### src/rtl/irq_flag_ctrl.sv
// External IRQ flag controller: pin synchronisers, per-channel sense detection,
// status flags with read-before-clear, exception/DTC clears and a priority encoder.
module irq_flag_ctrl #(
    parameter  int N_IRQ       = 8,
    parameter  int SYNC_STAGES = 2,
    localparam int IDW         = $clog2(N_IRQ)
) (
    input  logic                 clk,
    input  logic                 rst_n,
    input  logic [N_IRQ-1:0]     irq_pin,
    input  logic [2*N_IRQ-1:0]   iscr,
    input  logic [N_IRQ-1:0]     ier,
    input  logic                 isr_rd,
    input  logic                 isr_wren,
    input  logic [N_IRQ-1:0]     isr_wdata,
    output logic [N_IRQ-1:0]     isr_rdata,
    input  logic                 exc_ack,
    input  logic [IDW-1:0]       exc_id,
    input  logic [N_IRQ-1:0]     disel,
    input  logic                 dtc_done,
    input  logic [IDW-1:0]       dtc_id,
    output logic [N_IRQ-1:0]     irq_req,
    output logic                 irq_vld,
    output logic [IDW-1:0]       irq_id
);

    logic [SYNC_STAGES-1:0][N_IRQ-1:0] sync_q, sync_d;
    logic [N_IRQ-1:0]                  s_prev_q, s_prev_d;
    logic [N_IRQ-1:0]                  isr_q, isr_d;
    logic [N_IRQ-1:0]                  rd_mask_q, rd_mask_d;
    logic [SYNC_STAGES:0]              vld_pipe_q, vld_pipe_d;

    logic [N_IRQ-1:0] s, det, sw_clr, exc_clr, dtc_clr, clr;
    logic             edge_en;

    assign s       = sync_q[SYNC_STAGES-1];
    // Edges are only trusted once s_prev holds a real sample, so a pin held low
    // through reset does not look like a falling edge.
    assign edge_en = vld_pipe_q[SYNC_STAGES];

    always_comb begin
        sync_d     = {sync_q[SYNC_STAGES-2:0], irq_pin};
        s_prev_d   = s;
        vld_pipe_d = {vld_pipe_q[SYNC_STAGES-1:0], 1'b1};
    end

    always_comb begin
        det     = '0;
        exc_clr = '0;
        dtc_clr = '0;
        for (int i = 0; i < N_IRQ; i++) begin
            case (iscr[2*i +: 2])
                2'b00:   det[i] = ~s[i];
                2'b01:   det[i] = edge_en & s_prev_q[i] & ~s[i];
                2'b10:   det[i] = edge_en & ~s_prev_q[i] & s[i];
                default: det[i] = edge_en & (s_prev_q[i] ^ s[i]);
            endcase
            // Level mode only honours the ack once the pin has gone inactive.
            exc_clr[i] = exc_ack && (exc_id == IDW'(i)) &&
                         ((iscr[2*i +: 2] != 2'b00) || s[i]);
            dtc_clr[i] = dtc_done && (dtc_id == IDW'(i)) && disel[i];
        end
    end

    always_comb begin
        sw_clr    = isr_wren ? (~isr_wdata & rd_mask_q) : '0;
        clr       = sw_clr | exc_clr | dtc_clr;
        isr_d     = (isr_q & ~clr) | det;
        rd_mask_d = (isr_rd ? isr_q : rd_mask_q) & isr_d;
    end

    always_ff @(posedge clk) begin
        if (!rst_n) begin
            sync_q     <= '1;
            s_prev_q   <= '1;
            isr_q      <= '0;
            rd_mask_q  <= '0;
            vld_pipe_q <= '0;
        end else begin
            sync_q     <= sync_d;
            s_prev_q   <= s_prev_d;
            isr_q      <= isr_d;
            rd_mask_q  <= rd_mask_d;
            vld_pipe_q <= vld_pipe_d;
        end
    end

    always_comb begin
        isr_rdata = isr_q;
        irq_req   = isr_q & ier;
        irq_vld   = |irq_req;
        irq_id    = '0;
        for (int i = N_IRQ - 1; i >= 0; i--) begin
            if (irq_req[i]) irq_id = IDW'(i);
        end
    end

endmodule
### config.mk
export PLATFORM = sky130hd
export DESIGN_NAME = irq_flag_ctrl
export DESIGN_NICKNAME = d
export VERILOG_FILES = /design/src/rtl/irq_flag_ctrl.sv
export SDC_FILE = /design/constraint.sdc
export NUM_CORES = 1
export LEC_CHECK = 0
export CAP_MARGIN = 20
export CORE_AREA = 3 3 74 76
export DETAILED_ROUTE_END_ITERATION = 10
export DIE_AREA = 0 0 77 79
export PLACE_DENSITY_LB_ADDON = 0.1
export REMOVE_ABC_BUFFERS = 1
export SETUP_SLACK_MARGIN = 0.5
export SYNTH_ARGS = -nofsm -noshare
export SYNTH_HDL_FRONTEND = slang
export SYNTH_SLANG_ARGS = --single-unit
### constraint.sdc
create_clock -name clk -period 1 [get_ports clk]
set_input_delay 0.2 -clock clk [delete_from_list [all_inputs] [get_ports clk]]
set_output_delay 0.2 -clock clk [all_outputs]
set_load 0.005 [all_outputs]
# ---- Word-level counts from Yosys, hierarchy flattened
# Cells that the tools add are included.
dict set report op_classes {
  n_bitwise 73
  muxes 19
  eq_ne 30
  n_reduce_logical 59
}
# cell n
set ops {}
lappend ops {{bitwise AND 1 bit} 40}
lappend ops {{bitwise AND 8 bit} 4}
lappend ops {{logical AND 1 bit} 32}
lappend ops {{== test 3 bit, second input constant} 8}
lappend ops {{two-way mux 3 bit} 8}
lappend ops {{bitwise OR 8 bit} 3}
lappend ops {{case mux 1 bit (3 select lines)} 8}
lappend ops {{== test 2 x 1 -> 1 bit, second input constant} 8}
lappend ops {{== test 2 bit, second input constant} 8}
lappend ops {{zero test 2 bit} 8}
lappend ops {{two-way mux 8 bit} 2}
lappend ops {{NOT 1 bit} 16}
lappend ops {{NOT 8 bit} 2}
lappend ops {{nonzero test 2 bit} 8}
lappend ops {{== test 3 x 2 -> 1 bit, second input constant} 4}
lappend ops {{logical OR 1 bit} 8}
lappend ops {{OR reduction 8 bit} 1}
lappend ops {{bitwise XOR 1 bit} 8}
lappend ops {{== test 3 x 1 -> 1 bit, second input constant} 2}
lappend ops {{zero test 3 bit} 2}
lappend ops {{two-way mux 1 bit} 1}
dict set report totals {
  in_bits 60
  output_inout_bits 20
  ff_bits 43
  elab_cells 188
}

# ---- Depth between registers and ports, before layout
# Gate-level depths: netlist of run 1.
dict set report depth {
  depth_word 9
  depth_mapped 6
  mapped_depth_nobuf 5
}

# ---- Worst setup path after synthesis of run 1
# No wires, ideal clock.
dict set report synth_path {
  kind {register to register}
  from {register sync_q, in the netlist s[5]}
  to {register rd_mask_q[5]}
  n_path_buf 0
  t_required_ns 0.939
  arrival_ns 1.033
  period_less_slack_ns 1.094
  stages_incl_launch_ff 5
  setup_ns 0.061
  setup_slack_ns -0.094
  cell_sequence {dfxtp_1 -> or3_1 -> a31oi_1 -> a41o_2 -> nor2b_4}
}
dict set report synth_via {
  elab_chain_cells 8
  word_cells_on_any_way 14
  classes_between {mux (1); bitwise (11); reduce/logical (2)}
}
# item line
set synth_lines {}
lappend synth_lines {{start, declared} 27} ;# logic [SYNC_STAGES-1:0][N_IRQ-1:0] sync_q, sync_d;
lappend synth_lines {{start signal, assigned} 80} ;# sync_q <= sync_d;
lappend synth_lines {{logical OR 1 bit} 60} ;# ((iscr[2*i +: 2] != 2'b00) || s[i]);
lappend synth_lines {{logical AND 1 bit} 59} ;# exc_clr[i] = exc_ack && (exc_id == IDW'(i)) &&
lappend synth_lines {{bitwise OR 8 bit (2 in series)} 67} ;# clr = sw_clr | exc_clr | dtc_clr;
lappend synth_lines {{NOT 8 bit} 68} ;# isr_d = (isr_q & ~clr) | det;
lappend synth_lines {{bitwise AND 8 bit} 68}
lappend synth_lines {{bitwise OR 8 bit (*)} 68}
lappend synth_lines {{bitwise AND 8 bit (*)} 69} ;# rd_mask_d = (isr_rd ? isr_q : rd_mask_q) & isr_d;
lappend synth_lines {{end signal, assigned} 83} ;# rd_mask_q <= rd_mask_d;
lappend synth_lines {{end, declared} 30} ;# logic [N_IRQ-1:0] rd_mask_q, rd_mask_d;
# Mark *: on every way between the ends. The rest lies on a longest branch, timed or not.
# A chain may end at the register's enable or synchronous reset.

# ---- Final worst setup path of run 1
dict set report layout_path {
  from {register isr_q[6], in the netlist isr_rdata[6]}
  to {output port irq_id[0]}
}
dict set report layout_via {
  elab_chain_cells 8
}
# item line
set layout_lines {}
lappend layout_lines {{start, declared} 29} ;# logic [N_IRQ-1:0] isr_q, isr_d;
lappend layout_lines {{start signal, assigned} 82} ;# isr_q <= isr_d;
lappend layout_lines {{bitwise AND 8 bit} 90} ;# irq_req = isr_q & ier;
lappend layout_lines {{two-way mux 3 bit (7 in series)} 94} ;# if (irq_req[i]) irq_id = IDW'(i);
lappend layout_lines {{end, declared} 24} ;# output logic [IDW-1:0] irq_id
# No other way between the ends.

==> results.toml, run 1 <==
[sta]
slew_viol_final = 0
hold_viol = 0
worst-slew-pin-transition_ns = 0.328
finalHoldWorstSlack_ns = 0.200
fin_ws_ns = -0.403
rsz0062_at_grt = "true"
slew_headroom = 0.778
period_share = 1.40
fin_skew_ns = 0.00715
min_period_ns = 1.40
setup_tns_ns = -4.19
fmax_mhz = 713
finalSetupViolations = 35

[critical_path]
startpoint = "isr_rdata[6]$_SDFF_PN0_"
critPathKind = "register to output pin"
ff2ff_setup_slack_ns = -0.17
worstSetupEndpointType = "output pin"
required_ns = 0.80
startpoint_type = "register"
r2r_end = "rd_mask_q[5]$_SDFF_PN0_"
crit_slowest_cell = "dfxtp_2"
cp-endpoint = "irq_id[0]"
r2r_cells = 4
crit_chain = "nand2_2 -> inv_2 -> o21ai_2 -> nand2_1 -> a31oi_1 -> buf_2"
worstPathMaxFanout = 2
worstReg2RegStart = "s[5]$_SDFF_PN1_"
crit_arrival_ns = 1.20
slowest_delay_ns = 0.33

[final_layout]
num_antenna_cells = 0
final-seq-area_um2 = 893
syn_to_final_growth_pct = 84.6
multi_input_area_um2 = 1160
nNetsFinal = 375
drive_above_1_share = 0.448
n_fill_cell = 370

[floorplan]
initial_utilization = 0.389
die_h_um = 79
num_rows = 25
die_w_um = 77
core_um2 = 4790
dieArea_um2 = 6080
io-pin-count = 80

[global_route]
grt_pass1_wl_um = 9070
antenna_found_initial = 0
overflow = 0
track_usage = 0.192
grt_max_degree = 16
grt_pass1_vias = 1902

[place]
gp_routability_congestion = 0.746
dp_hpwl_um = 4060
port_buffers = 79

[yosys]
yosys_warnings = 0
synthSimpleGateAreaFrac = 0.331
synth_area_leader_cell = "dfxtp_1"
synth_area_um2 = 1860
async_flop_share = 0
synth_flop_cell = "dfxtp_1"
synth.yosys.seq_area_share = 0.462
synth_area_leaders = "dfxtp_1 46%, nand4b_1 9.4%, nand2b_1 7.7%, a31oi_1 4.4%, mux2i_1 3.2%"
synth_fa_ha_area_frac = 0
synth_cell_types = 42
synth.area.mux_share = 0.0444
synth_top_family_by_area = "simple AND/OR/NAND/NOR gates"
synth_most_common_cell = "dfxtp_1"
synth_compound_area_frac = 0.117
synth_cells = 195
syn_avg_cell_area_um2 = 9.55
ys_ff_latch = 43
synthTopCellsByCount = "43 x dfxtp_1, 23 x nand2b_1, 20 x nand4b_1"
synth.top_cell.area_share = 0.462
synth_edf_count = 0
synth-xor-area-share = 0

[outcome]
outcome = "finished, violations left"
violations = "setup timing"

[clock_tree]
clock-root-buffer = "clkbuf_8"
htreeDepth = 2
clkTransAtPathRegs_ns = 0.08
cts_sinks = 43
cts_tree = "done"
clkLatencyLatePin_ns = 0.29
clock_path_buffers = 2
cts_buffers = 5

[routing]
drt_first_iter_violations = 86
vias_per_cell = 5.06
wl_per_cell_um = 15.4
wirelength_um = 5880
vias = 1934
ant_nets = 0
drt-pass1-iter-count = 4
drc = 0

[min_path]
hold_path_class = "input port to register"

[power]
power.total_mw = 3.59
powerDensity_nw_per_um2 = 1040
power_leakage_nw = 1.57
ir_drop_v = 0.000922

[run]
max_cap_viol_count = 0
-- stage by stage --
stage / setup WS (ns) / cell area [µm²] / cells / utilization
after floorplan: -0.113 / 1820 / 187 / -
after global placement: -0.806 / 2930 / 364 / 0.612
after detailed placement: -0.831 / 2930 / 364 / 0.612
after CTS: -0.384 / 3230 / 379 / 0.675
after global routing: -0.483 / 3440 / 382 / 0.718
final: -0.403 / 3440 / 382 / 0.718
-- worst max-delay path: cells and delay by family (launching register included) --
family	cells	cell delay, ns
AO/OA/AOI/OAI	2	0.25
AND/OR/NAND/NOR	2	0.16
buffers and inverters	2	0.17
flip-flops	1	0.33
-- repair_timing --
| item | in CTS | in global routing |
|---|---|---|
| gates resized for setup | 184 | 39 |
| setup endpoints to repair | 63 | 59 |
| pin swaps | 25 | 11 |
| gates cloned | 3 | 0 |
| endpoints found under the hold margin | 0 | 0 |
| buffers inserted | 5 | 3 |
| hold buffers | 0 | 0 |
-- how the worst min path moves through the flow --
stage	from	to	slack, ns	cells past startpoint
floorplan	rst_n	vld_pipe_q[0]$_DFF_P_	0.23	0
global placement	sync_d[13]$_SDFF_PN1_	s[5]$_SDFF_PN1_	0.39	1
detailed placement	sync_d[12]$_SDFF_PN1_	s[4]$_SDFF_PN1_	0.40	1
CTS	irq_pin[2]	sync_d[10]$_SDFF_PN1_	0.20	2
global route	irq_pin[5]	sync_d[13]$_SDFF_PN1_	0.20	2
finish	irq_pin[1]	sync_d[9]$_SDFF_PN1_	0.20	2
-- sequential cells by signal (all words and copies together), names as in the netlist --
signal and count:
vld_pipe_q 3, s 8, s_prev_q 8, isr_rdata 8, rd_mask_q 8, sync_d 8
-- cells by family after synthesis --
logic type | count (synthesis)
AND/OR/NAND/NOR | 95
flip-flops | 43
AO/OA/AOI/OAI | 29
buffers and inverters | 20
multiplexers | 8
-- cell usage in the layout (no fill, tap or decap), types with 3 or more instances in the layout --
| master | Yosys | layout |
|---|---|---|
| o311ai_2 | 0 | 3 |
| nor3_1 | 5 | 3 |
| buf_4 | 1 | 26 |
| inv_1 | 12 | 4 |
| inv_2 | 0 | 7 |
| dlygate4sd2_1 | 0 | 25 |
| nand2b_4 | 0 | 13 |
| nand2_4 | 0 | 3 |
| nand2b_1 | 23 | 11 |
| nand3_1 | 5 | 4 |
| buf_2 | 3 | 7 |
| nor2_1 | 7 | 5 |
| mux2i_1 | 6 | 6 |
| nand2_2 | 0 | 7 |
| clkdlybuf4s50_1 | 0 | 30 |
| and2_1 | 3 | 3 |
| clkbuf_8 | 0 | 6 |
| nand3b_1 | 3 | 3 |
| dfxtp_2 | 0 | 17 |
| a31oi_1 | 13 | 10 |
| dfxtp_4 | 0 | 3 |
| nand4b_1 | 20 | 20 |
| buf_6 | 0 | 27 |
| dfxtp_1 | 43 | 23 |
-- power breakdown --
group	internal, mW	switching, mW
combinational	0.422	0.255
clock	0.542	0.566
sequential	1.77	0.0359
-- cell type report --
| class | count | share of cell area |
|---|---|---|
| clock buffers | 6 | 0.0240 |
| repair buffers | 121 | 0.339 |
| well taps | 67 | 0.0244 |
| multi-input cells | 132 | 0.337 |
| clock inverters | 1 | 0.00146 |
| flip-flops and latches | 43 | 0.260 |
| inverters | 12 | 0.0138 |
-- metal layers --
metal	wire, µm	vias up	GRT usage
met3	347	8	0.0465
li1	-	957	-
met1	2740	905	0.245
met4	71	0	0.0534
met2	2720	64	0.323
met5	0	-	0
Note: power is estimated with default switching activity, not from simulation.
==> inputs of run 2 (changes only) <==
- CORE_AREA: 3 3 74 76 -> 3 3 71 73
- DIE_AREA: 0 0 77 79 -> 0 0 74 76
- clock period: 1 -> 1.6 ns (I/O delays scaled with it)
==> run 2 against run 1 <==
The flow now finishes without violations. Critical path depth is 1 lower. Utilization is 5.2 points higher. Flip-flop and latch count stayed put. Sequential power is 38% lower. Design area is 1.1% lower. Worst hold slack better by 0.21 ns. Combinational power is 40% lower. Critical endpoint is now irq_id[2]. Highest routed layer unchanged.
==> results.toml, run 2 (synthesis gave the netlist of run 1 again) <==
[final_layout]
final_common_cell = "dfxtp_1"
num_antenna_cells = 0
syn_to_final_growth_pct = 82.5
multi_input_area_um2 = 1170
fin_util = 0.770
final_cell_mix = "32 x dfxtp_1, 28 x clkdlybuf4s50_1, 28 x buf_6"
nNetsFinal = 377
final-seq-area_um2 = 882
n_fill_cell = 296
drive_above_1_share = 0.426
layoutNonFillerInstCount = 369

[place]
pre_cts_slack_ns = -0.464
port_buffers = 79
dp_hpwl_um = 4020
dp_cells = 340
gp_routability_congestion = 0.849

[floorplan]
die_h_um = 76
die_w_um = 74
io-pin-count = 80
dieArea_um2 = 5620
num_rows = 24
initial_utilization = 0.422
core_um2 = 4410

[clock_tree]
clock_path_buffers = 2
cts_sinks = 43
clock-root-buffer = "clkbuf_8"
cts_buffers = 5
clkTransAtPathRegs_ns = 0.08
htreeDepth = 2
clkLatencyLatePin_ns = 0.29
cts_tree = "done"

[sta]
slew_headroom = 0.763
slew_viol_final = 0
fmax_mhz = 636
min_period_ns = 1.57
fin_ws_ns = 0.0278
period_share = 0.983
worst-slew-pin-transition_ns = 0.346
fin_skew_ns = 0.00615
rsz0062_at_grt = "true"
finalSetupViolations = 0
hold_viol = 0

[routing]
ant_nets = 0
wl_met3_um = 553
vias_per_cell = 5.38
wirelength_um = 6030
wl_per_cell_um = 16.3
top_layer = "met4"
vias = 1984
drt_first_iter_violations = 125
drc = 0
met1Wirelength_um = 2610
drt-pass1-iter-count = 4
route.met2.wl_um = 2810

[power]
power_leakage_nw = 1.50
ir_drop_v = 0.000647
powerDensity_nw_per_um2 = 651

[critical_path]
required_ns = 1.28
worstPathMaxFanout = 2
critPathKind = "register to output pin"
worstSetupEndpointType = "output pin"
startpoint_type = "register"
crit_arrival_ns = 1.25

[global_route]
grt_pass1_vias = 1824
antenna_found_initial = 0
track_usage = 0.198
grt_max_degree = 32
overflow = 0
grt_pass1_wl_um = 8610

[min_path]
hold_path_class = "register to register"

[outcome]
outcome = "finished, final reports clean"

[run]
max_cap_viol_count = 0
-- run 2: final timing paths --
| check | startpoint | to | slack [ns] | depth (start not counted) |
|---|---|---|---|---|
| max | isr_rdata[6]$_SDFF_PN0_ | irq_id[2] | 0.03 | 5 |
| min | sync_d[12]$_SDFF_PN1_ | s[4]$_SDFF_PN1_ | 0.41 | 1 |
| max reg2reg | isr_rdata[5]$_SDFF_PN0_ | rd_mask_q[5]$_SDFF_PN0_ | 0.43 | 5 |
| min reg2reg | sync_d[12]$_SDFF_PN1_ | s[4]$_SDFF_PN1_ | 0.41 | 1 |
-- run 2: report_power, final --
part | total, mW | leakage [nW] | internal, mW | switching, mW
Clock | 0.683 | 0.0470 | 0.339 | 0.345
Sequential | 1.12 | 0.357 | 1.10 | 0.0219
Combinational | 0.406 | 1.10 | 0.245 | 0.160
-- run 2: worst max-delay path, cell delays in order, from the launching register on --
cell and delay, ns:
dfxtp_2 0.37, nand2_4 0.07, nand2_4 0.08, nor3_4 0.04
nor4_1 0.24, buf_2 0.16
-- run 2: cell type report --
cell class,count,share of cell area
clock buffers,6,0.0243
clock inverters,1,0.00147
flip-flops and latches,43,0.260
repair buffers,123,0.339
inverters,12,0.0133
multi-input cells,132,0.344
well taps,52,0.0191
-- run 2: layer usage --
layer / track usage / vias up
li1: - / 957
met1: 0.274 / 939
met2: 0.299 / 82
met3: 0.0554 / 6
met4: 0.0562 / 0
met5: 0 / -
-- run 2: timing repair --
item                                    in CTS  in global routing
gates cloned                                 0                  0
endpoints found under the setup margin      36                 34
hold buffers                                 0                  0
pin swaps                                   28                 23
buffers inserted                            12                 10
resized for setup                          186                 38
-- run 2: stage by stage --
step / setup TNS, ns / hold WS [ns] / power [mW] / area, µm²
3_3_place_gp: -4.26 / 0.388 / 1.49 / 2840
6_report: 0 / 0.412 / 2.21 / 3400
3_5_place_dp: -4.43 / 0.394 / 1.50 / 2840
2_1_floorplan: 0 / 0.348 / 1.23 / 1820
5_1_grt: -0.0157 / 0.434 / 2.31 / 3400
4_1_cts: 0 / 0.413 / 2.19 / 3160
